`config.mk`:
```
export PLATFORM = sky130hd
export DESIGN_NAME = pipeline_hazard_ctrl_flat
export DESIGN_NICKNAME = d
export VERILOG_FILES = /design/src/rtl/hazard_pkg.sv /design/src/rtl/pipeline_hazard_ctrl_if.sv /design/src/rtl/hazard_perf_counters.sv /design/src/rtl/pipeline_hazard_ctrl.sv /design/src/flat_wrapper.sv
export SDC_FILE = /design/constraint.sdc
export NUM_CORES = 1
export LEC_CHECK = 0
export CAP_MARGIN = 20
export CORE_MARGIN = 2
export CORE_UTILIZATION = 27
export CTS_CLUSTER_SIZE = 12
export DETAILED_ROUTE_END_ITERATION = 7
export PLACE_DENSITY = 0.73
export SYNTH_ARGS = -nofsm -noshare
export SYNTH_HDL_FRONTEND = slang
export SYNTH_HIERARCHICAL = 1
export SYNTH_SLANG_ARGS = --single-unit
```
`constraint.sdc`:
```
create_clock -name clk -period 1.4 [get_ports clk]
set_clock_uncertainty 0.15 [all_clocks]
set_input_delay 0.14 -clock clk [delete_from_list [all_inputs] [get_ports clk]]
set_output_delay 0.14 -clock clk [all_outputs]
set_load 0.05 [all_outputs]
```
`src/rtl/hazard_pkg.sv`:
```
// Shared types and constants for the pipeline hazard controller.
package hazard_pkg;

    localparam int unsigned REG_AW_DEF     = 5;
    localparam int unsigned MC_LATENCY_DEF = 4;
    localparam int unsigned STAT_W         = 32;

    // RUN: normal issue; MC_WAIT: a multi-cycle op is draining its remaining EX cycles.
    typedef enum logic [0:0] {
        RUN     = 1'b0,
        MC_WAIT = 1'b1
    } hz_state_e;

    // Hold/bubble controls for every pipeline_register stage.
    typedef struct packed {
        logic pc_stall;
        logic if_id_stall;
        logic id_ex_stall;
        logic ex_mem_stall;
        logic if_id_flush;
        logic id_ex_flush;
        logic ex_mem_flush;
        logic mem_wb_flush;
    } hz_ctrl_t;

    // Counter width that holds MC_LATENCY-2 (at least one bit).
    function automatic int unsigned cnt_width(input int unsigned lat);
        return (lat > 2) ? $clog2(lat - 1) : 1;
    endfunction

endpackage

```
`src/rtl/pipeline_hazard_ctrl_if.sv`:
```
// Pipeline <-> hazard controller signal bundle.
// master: pipeline side (drives hazard sources, consumes controls).
// slave : hazard controller.
interface pipeline_hazard_ctrl_if
    import hazard_pkg::*;
#(
    parameter int unsigned REG_AW = REG_AW_DEF
) ();

    logic [REG_AW-1:0] id_rs1_i;
    logic [REG_AW-1:0] id_rs2_i;
    logic              id_use_rs1_i;
    logic              id_use_rs2_i;
    logic [REG_AW-1:0] ex_rd_i;
    logic              ex_mem_read_i;
    logic              ex_branch_taken_i;
    logic              ex_mc_start_i;
    logic              mem_ready_i;

    logic              pc_stall_o;
    logic              if_id_stall_o;
    logic              id_ex_stall_o;
    logic              ex_mem_stall_o;
    logic              if_id_flush_o;
    logic              id_ex_flush_o;
    logic              ex_mem_flush_o;
    logic              mem_wb_flush_o;
    logic              mc_busy_o;

    modport master (
        output id_rs1_i, id_rs2_i, id_use_rs1_i, id_use_rs2_i, ex_rd_i,
               ex_mem_read_i, ex_branch_taken_i, ex_mc_start_i, mem_ready_i,
        input  pc_stall_o, if_id_stall_o, id_ex_stall_o, ex_mem_stall_o,
               if_id_flush_o, id_ex_flush_o, ex_mem_flush_o, mem_wb_flush_o,
               mc_busy_o
    );

    modport slave (
        input  id_rs1_i, id_rs2_i, id_use_rs1_i, id_use_rs2_i, ex_rd_i,
               ex_mem_read_i, ex_branch_taken_i, ex_mc_start_i, mem_ready_i,
        output pc_stall_o, if_id_stall_o, id_ex_stall_o, ex_mem_stall_o,
               if_id_flush_o, id_ex_flush_o, ex_mem_flush_o, mem_wb_flush_o,
               mc_busy_o
    );

endinterface

```
`src/rtl/hazard_perf_counters.sv`:
```
// Hazard statistics: cycles with PC stalled and cycles with an IF/ID flush.
// Present only when HAZARD_STATS_EN is defined; counters wrap at 2^32.
`ifdef HAZARD_STATS_EN
module hazard_perf_counters
    import hazard_pkg::*;
(
    input  logic              clk,
    input  logic              rst_n,
    input  logic              pc_stall_i,
    input  logic              if_id_flush_i,
    output logic [STAT_W-1:0] stall_cycles_o,
    output logic [STAT_W-1:0] flush_events_o
);

    logic [STAT_W-1:0] stall_cnt_q, stall_cnt_d;
    logic [STAT_W-1:0] flush_cnt_q, flush_cnt_d;

    // Next counter values; natural modulo-2^32 wrap.
    always_comb begin
        stall_cnt_d = stall_cnt_q + STAT_W'(pc_stall_i);
        flush_cnt_d = flush_cnt_q + STAT_W'(if_id_flush_i);
    end

    // Counter registers.
    always_ff @(posedge clk or negedge rst_n) begin
        if (!rst_n) begin
            stall_cnt_q <= '0;
            flush_cnt_q <= '0;
        end else begin
            stall_cnt_q <= stall_cnt_d;
            flush_cnt_q <= flush_cnt_d;
        end
    end

    assign stall_cycles_o = stall_cnt_q;
    assign flush_events_o = flush_cnt_q;

endmodule
`endif

```
`src/rtl/pipeline_hazard_ctrl.sv`:
```
// Stall/flush generator for the 5-stage RV32 pipeline.
// Priority: MEM wait > multi-cycle EX op > taken-branch redirect > load-use.
// Controls are combinational from registered FSM state and current inputs.
// Optional macro HAZARD_STATS_EN adds stall/flush statistics ports.
module pipeline_hazard_ctrl
    import hazard_pkg::*;
#(
    parameter int unsigned REG_AW     = REG_AW_DEF,
    parameter int unsigned MC_LATENCY = MC_LATENCY_DEF
) (
    input  logic                   clk,
    input  logic                   rst_n,
    pipeline_hazard_ctrl_if.slave  hz
`ifdef HAZARD_STATS_EN
    ,
    output logic [STAT_W-1:0]      stall_cycles_o,
    output logic [STAT_W-1:0]      flush_events_o
`endif
);

    localparam int unsigned CNT_W = cnt_width(MC_LATENCY);

    hz_state_e        state_q, state_d;
    logic [CNT_W-1:0] cnt_q, cnt_d;
    hz_ctrl_t         ctrl_c;
    logic             load_use_c;
    logic             mc_hold_c;

    // State and remaining-cycle counter.
    always_ff @(posedge clk or negedge rst_n) begin
        if (!rst_n) begin
            state_q <= RUN;
            cnt_q   <= '0;
        end else begin
            state_q <= state_d;
            cnt_q   <= cnt_d;
        end
    end

    // Next state plus prioritised stall/flush decode.
    always_comb begin
        state_d    = state_q;
        cnt_d      = cnt_q;
        ctrl_c     = '0;
        load_use_c = hz.ex_mem_read_i && (hz.ex_rd_i != REG_AW'(0)) &&
                     ((hz.id_use_rs1_i && (hz.id_rs1_i == hz.ex_rd_i)) ||
                      (hz.id_use_rs2_i && (hz.id_rs2_i == hz.ex_rd_i)));
        mc_hold_c  = ((state_q == RUN) && hz.ex_mc_start_i) ||
                     ((state_q == MC_WAIT) && (cnt_q != '0));

        if (!hz.mem_ready_i) begin
            // Whole pipe frozen; the MC counter does not advance.
            ctrl_c.pc_stall     = 1'b1;
            ctrl_c.if_id_stall  = 1'b1;
            ctrl_c.id_ex_stall  = 1'b1;
            ctrl_c.ex_mem_stall = 1'b1;
            ctrl_c.mem_wb_flush = 1'b1;
        end else begin
            unique case (state_q)
                RUN: begin
                    if (hz.ex_mc_start_i) begin
                        state_d = MC_WAIT;
                        cnt_d   = CNT_W'(MC_LATENCY - 2);
                    end
                end
                MC_WAIT: begin
                    if (cnt_q != '0) begin
                        cnt_d = cnt_q - CNT_W'(1);
                    end else begin
                        state_d = RUN;
                    end
                end
                default: begin
                    state_d = RUN;
                    cnt_d   = '0;
                end
            endcase

            if (mc_hold_c) begin
                ctrl_c.pc_stall     = 1'b1;
                ctrl_c.if_id_stall  = 1'b1;
                ctrl_c.id_ex_stall  = 1'b1;
                ctrl_c.ex_mem_flush = 1'b1;
            end else if (hz.ex_branch_taken_i) begin
                ctrl_c.if_id_flush  = 1'b1;
                ctrl_c.id_ex_flush  = 1'b1;
            end else if (load_use_c) begin
                ctrl_c.pc_stall     = 1'b1;
                ctrl_c.if_id_stall  = 1'b1;
                ctrl_c.id_ex_flush  = 1'b1;
            end
        end

        // Controls are held inactive for as long as reset is asserted.
        if (!rst_n) begin
            ctrl_c = '0;
        end
    end

    assign hz.pc_stall_o     = ctrl_c.pc_stall;
    assign hz.if_id_stall_o  = ctrl_c.if_id_stall;
    assign hz.id_ex_stall_o  = ctrl_c.id_ex_stall;
    assign hz.ex_mem_stall_o = ctrl_c.ex_mem_stall;
    assign hz.if_id_flush_o  = ctrl_c.if_id_flush;
    assign hz.id_ex_flush_o  = ctrl_c.id_ex_flush;
    assign hz.ex_mem_flush_o = ctrl_c.ex_mem_flush;
    assign hz.mem_wb_flush_o = ctrl_c.mem_wb_flush;
    assign hz.mc_busy_o      = (state_q == MC_WAIT);

`ifdef HAZARD_STATS_EN
    hazard_perf_counters u_perf (
        .clk            (clk),
        .rst_n          (rst_n),
        .pc_stall_i     (ctrl_c.pc_stall),
        .if_id_flush_i  (ctrl_c.if_id_flush),
        .stall_cycles_o (stall_cycles_o),
        .flush_events_o (flush_events_o)
    );
`endif

endmodule

```
`src/flat_wrapper.sv`:
```
// flat-port wrapper written by rule: the top's interface ports become plain ports
module pipeline_hazard_ctrl_flat import hazard_pkg::*;
#(
    parameter int unsigned REG_AW     = REG_AW_DEF,
    parameter int unsigned MC_LATENCY = MC_LATENCY_DEF
)
  (clk, rst_n, hz_id_rs1_i, hz_id_rs2_i, hz_id_use_rs1_i, hz_id_use_rs2_i, hz_ex_rd_i, hz_ex_mem_read_i, hz_ex_branch_taken_i, hz_ex_mc_start_i, hz_mem_ready_i, hz_pc_stall_o, hz_if_id_stall_o, hz_id_ex_stall_o, hz_ex_mem_stall_o, hz_if_id_flush_o, hz_id_ex_flush_o, hz_ex_mem_flush_o, hz_mem_wb_flush_o, hz_mc_busy_o);
  pipeline_hazard_ctrl_if #(.REG_AW(REG_AW)) hz_i ();
  input  logic clk;
  input  logic rst_n;
  input wire logic [$bits(hz_i.id_rs1_i)-1:0] hz_id_rs1_i;
  input wire logic [$bits(hz_i.id_rs2_i)-1:0] hz_id_rs2_i;
  input wire logic [$bits(hz_i.id_use_rs1_i)-1:0] hz_id_use_rs1_i;
  input wire logic [$bits(hz_i.id_use_rs2_i)-1:0] hz_id_use_rs2_i;
  input wire logic [$bits(hz_i.ex_rd_i)-1:0] hz_ex_rd_i;
  input wire logic [$bits(hz_i.ex_mem_read_i)-1:0] hz_ex_mem_read_i;
  input wire logic [$bits(hz_i.ex_branch_taken_i)-1:0] hz_ex_branch_taken_i;
  input wire logic [$bits(hz_i.ex_mc_start_i)-1:0] hz_ex_mc_start_i;
  input wire logic [$bits(hz_i.mem_ready_i)-1:0] hz_mem_ready_i;
  output wire logic [$bits(hz_i.pc_stall_o)-1:0] hz_pc_stall_o;
  output wire logic [$bits(hz_i.if_id_stall_o)-1:0] hz_if_id_stall_o;
  output wire logic [$bits(hz_i.id_ex_stall_o)-1:0] hz_id_ex_stall_o;
  output wire logic [$bits(hz_i.ex_mem_stall_o)-1:0] hz_ex_mem_stall_o;
  output wire logic [$bits(hz_i.if_id_flush_o)-1:0] hz_if_id_flush_o;
  output wire logic [$bits(hz_i.id_ex_flush_o)-1:0] hz_id_ex_flush_o;
  output wire logic [$bits(hz_i.ex_mem_flush_o)-1:0] hz_ex_mem_flush_o;
  output wire logic [$bits(hz_i.mem_wb_flush_o)-1:0] hz_mem_wb_flush_o;
  output wire logic [$bits(hz_i.mc_busy_o)-1:0] hz_mc_busy_o;
  assign hz_i.id_rs1_i = hz_id_rs1_i;
  assign hz_i.id_rs2_i = hz_id_rs2_i;
  assign hz_i.id_use_rs1_i = hz_id_use_rs1_i;
  assign hz_i.id_use_rs2_i = hz_id_use_rs2_i;
  assign hz_i.ex_rd_i = hz_ex_rd_i;
  assign hz_i.ex_mem_read_i = hz_ex_mem_read_i;
  assign hz_i.ex_branch_taken_i = hz_ex_branch_taken_i;
  assign hz_i.ex_mc_start_i = hz_ex_mc_start_i;
  assign hz_i.mem_ready_i = hz_mem_ready_i;
  assign hz_pc_stall_o = hz_i.pc_stall_o;
  assign hz_if_id_stall_o = hz_i.if_id_stall_o;
  assign hz_id_ex_stall_o = hz_i.id_ex_stall_o;
  assign hz_ex_mem_stall_o = hz_i.ex_mem_stall_o;
  assign hz_if_id_flush_o = hz_i.if_id_flush_o;
  assign hz_id_ex_flush_o = hz_i.id_ex_flush_o;
  assign hz_ex_mem_flush_o = hz_i.ex_mem_flush_o;
  assign hz_mem_wb_flush_o = hz_i.mem_wb_flush_o;
  assign hz_mc_busy_o = hz_i.mc_busy_o;
  pipeline_hazard_ctrl #(.REG_AW(REG_AW), .MC_LATENCY(MC_LATENCY)) u_core (.clk(clk), .rst_n(rst_n), .hz(hz_i));
endmodule
```
==> flow_summary.yaml <==
run_status:
  status: "finished, violations left"
  violations: "negative setup slack"
clock_tree:
  cts_sinks: 3
  cts_buffer_depth: 2
  htreeDepth: 1
  ctsRootBufferMaster: "clkbuf_4"
  cts_tree: "built"
  clk_transition_reported_paths_ns: 0.04
  cts_hold_buf: 0
  clkLatencyLatePin_ns: 0.23
  numCtsBuffers: 3
worst_setup_path:
  reg2regPathDepth: 8
  cp.required_ns: 1.11
  r2r_start: "u_core/cnt_q[1]$_DFFE_PN0P_"
  crit_path_start_kind: "flip-flop"
  crit_path_end_kind: "primary output"
  path_max_fanout: 3
  cp_data_arrival_time_ns: 1.63
  crit_path_max_incr_delay_ns: 0.39
  cpMaxStageDelayCell: "dfrtp_1"
  r2r-end: "u_core/cnt_q[0]$_DFFE_PN0P_"
  worstSetupPathType: "reg -> out"
  rrSetupSlack_ns: -0.18
  path_buf_inv: 2
  critical_path.cell_chain: "inv_2, ha_4, and2_4, o21ai_4, o41ai_4, buf_6"
  cp_top_family: "compound AO/OA/AOI/OAI gates"
timing:
  period_needed_ns: 1.92
  slew_viol_final: 0
  setup_ws_ns: -0.519
  worstMarginPinSlew_ns: 0.409
  rsz0062_at_grt: "true"
  hold_viol_final: 0
  max_freq_mhz: 521
  relSlewSlack: 0.726
  finalSetupViolations: 7
  min_period_over_period: 1.37
die:
  start_util: 0.288
  io_pins: 32
  die_area_um2: 1700
  die_width_um: 41.3
  rows: 13
  die_y_um: 41.3
  coreArea_um2: 1300
run:
  cap_violations: 0
pwr:
  p_per_area_nw_per_um2: 1390
  irDropWorstVdd_mv: 1.42
  leakage_nw: 0.519
placement:
  post-place-ws_ns: -0.910
  gp_congestion: 0.771
  place_area_um2: 986
  dpl.hpwl_um: 1070
  port_buffers: 31
drt:
  first_pass_iters: 4
  drc: 0
  via_per_inst: 4.72
  avgRoutedWirePerCell_um: 13.0
  route.antenna.remaining_nets: 0
  num_vias: 562
  wl_um: 1550
  dr.first_iter.drc_count: 3
grt:
  grt_pass1_vias: 543
  met1_usage: 0.245
  antenna_found_initial: 0
  grt_usage: 0.225
  grt_max_degree: 8
  top_usage_layer: "met2"
  grt_pass1_wl_um: 2330
  use_met3: 0.0652
  grt_util_met2: 0.387
  gr-total-overflow: 0
yosys:
  yosysTopAreaCellShare: 0.200
  ys_warn_count: 6
  netlist_area_um2: 375
  ys_seq_elements: 3
  ys_seq_area_frac: 0.200
  yosysTopAreaCell: "dfrtp_1"
  synth_cell_types: 22
  avgSynthCellArea_um2: 7.51
  yosys-top-cells-area: "dfrtp_1, xor2_1, o21ai_0"
  synth_nets: 74
  netlist_instances: 50
finish:
  final_area_um2: 1090
  nFillCells: 90
  insertedDiodeCount: 0
  areaGrowthSynthToFinish_pct: 191
  finalNetCount: 129
  drive_above_1_share: 0.635
worst_hold_path:
  hold_class: "in -> async"
## worst max path at each step
stage	start	end	slack (ns)	cells after the start
after floorplan	hz_ex_rd_i[3]	hz_pc_stall_o	-0.70	5
after global placement	hz_ex_rd_i[2]	hz_if_id_stall_o	-0.84	6
after detailed placement	hz_ex_rd_i[2]	hz_id_ex_flush_o	-0.91	7
after CTS	u_core/cnt_q[1]$_DFFE_PN0P_	hz_id_ex_flush_o	-0.52	6
after global routing	u_core/cnt_q[0]$_DFFE_PN0P_	hz_id_ex_flush_o	-0.58	6
final	u_core/cnt_q[1]$_DFFE_PN0P_	hz_id_ex_flush_o	-0.52	6
## Yosys cell counts, drive strengths merged
library cell  count
o41ai             2
nand3             2
nor4              2
a32oi             1
or4               1
a21oi             1
buf               2
ha                1
nand2             3
nor2              5
o21a              1
dfrtp             3
o21ai             5
inv               6
nor3              1
xnor2             2
and2              2
or3b              1
xor2              8
nor2b             1
## stage by stage
stage | setup TNS, ns | hold WS, ns | utilization | cells | power (mW)
after floorplan | -2.00 | -0.306 | - | 50 | 0.638
after global placement | -4.01 | 0.298 | 0.758 | 110 | 1.10
after detailed placement | -4.29 | 0.303 | 0.758 | 110 | 1.12
after CTS | -2.96 | 0.0421 | 0.818 | 117 | 1.42
after global routing | -3.44 | 0.105 | 0.839 | 119 | 1.62
final | -2.93 | 0.0795 | 0.839 | 119 | 1.52
## timing repair
item,in CTS,in global routing
pin swaps,9,12
resized for setup,32,30
setup buffers,3,2
setup endpoints to repair,9,8
## cells by family (layout without fill, tap and decap cells)
kind of cell	Yosys count	in the layout	synth area share
fa+ha+maj	1	1	0.0333
xor+xnor	10	10	0.233
simple gates	18	18	0.263
flops	3	3	0.200
compound gates	10	10	0.170
buf+inv	8	62	0.100
## state kept, by name (all words and copies together) (netlist names)
register / count
u_core/cnt_q: 2
u_core/hz.mc_busy_o: 1
## cells in the final DEF, fill, tap and decap left out, drive strengths merged
cell type / count
clkinvlp: 2
nor2b: 1
o41ai: 2
dlygate4sd2: 3
or4: 1
xor2: 8
a32oi: 1
a21oi: 1
clkbuf: 9
ha: 1
clkdlybuf4s50: 6
nand2: 3
or3b: 1
nor4: 2
dlymetal6s2s: 2
dfrtp: 3
buf: 33
nor3: 1
and2: 2
xnor2: 2
o21a: 1
clkdlybuf4s15: 3
nor2: 5
inv: 4
nand3: 2
o21ai: 5
## power breakdown
group,internal (mW),switching [mW]
logic,0.632,0.553
registers,0.134,0.0446
clock network,0.107,0.0474
total,0.873,0.645
## per-layer routing
metal / wire length (µm) / share of wire / vias up
li1: - / - / 276
met1: 565 / 0.37 / 253
met2: 842 / 0.54 / 29
met3: 112 / 0.072 / 4
met4: 27 / 0.017 / 0
met5: 0 / 0 / -
## layout make-up
class / instances / area [µm²] / area share
timing repair buffer: 52 / 531 / 0.486
multi-input combinational: 39 / 408 / 0.373
sequential: 3 / 76.3 / 0.0699
inverter: 6 / 32.5 / 0.0298
clock buffer: 4 / 26.3 / 0.0241
tap: 15 / 18.8 / 0.0172
No activity file was read; power rests on OpenSTA's default activity.
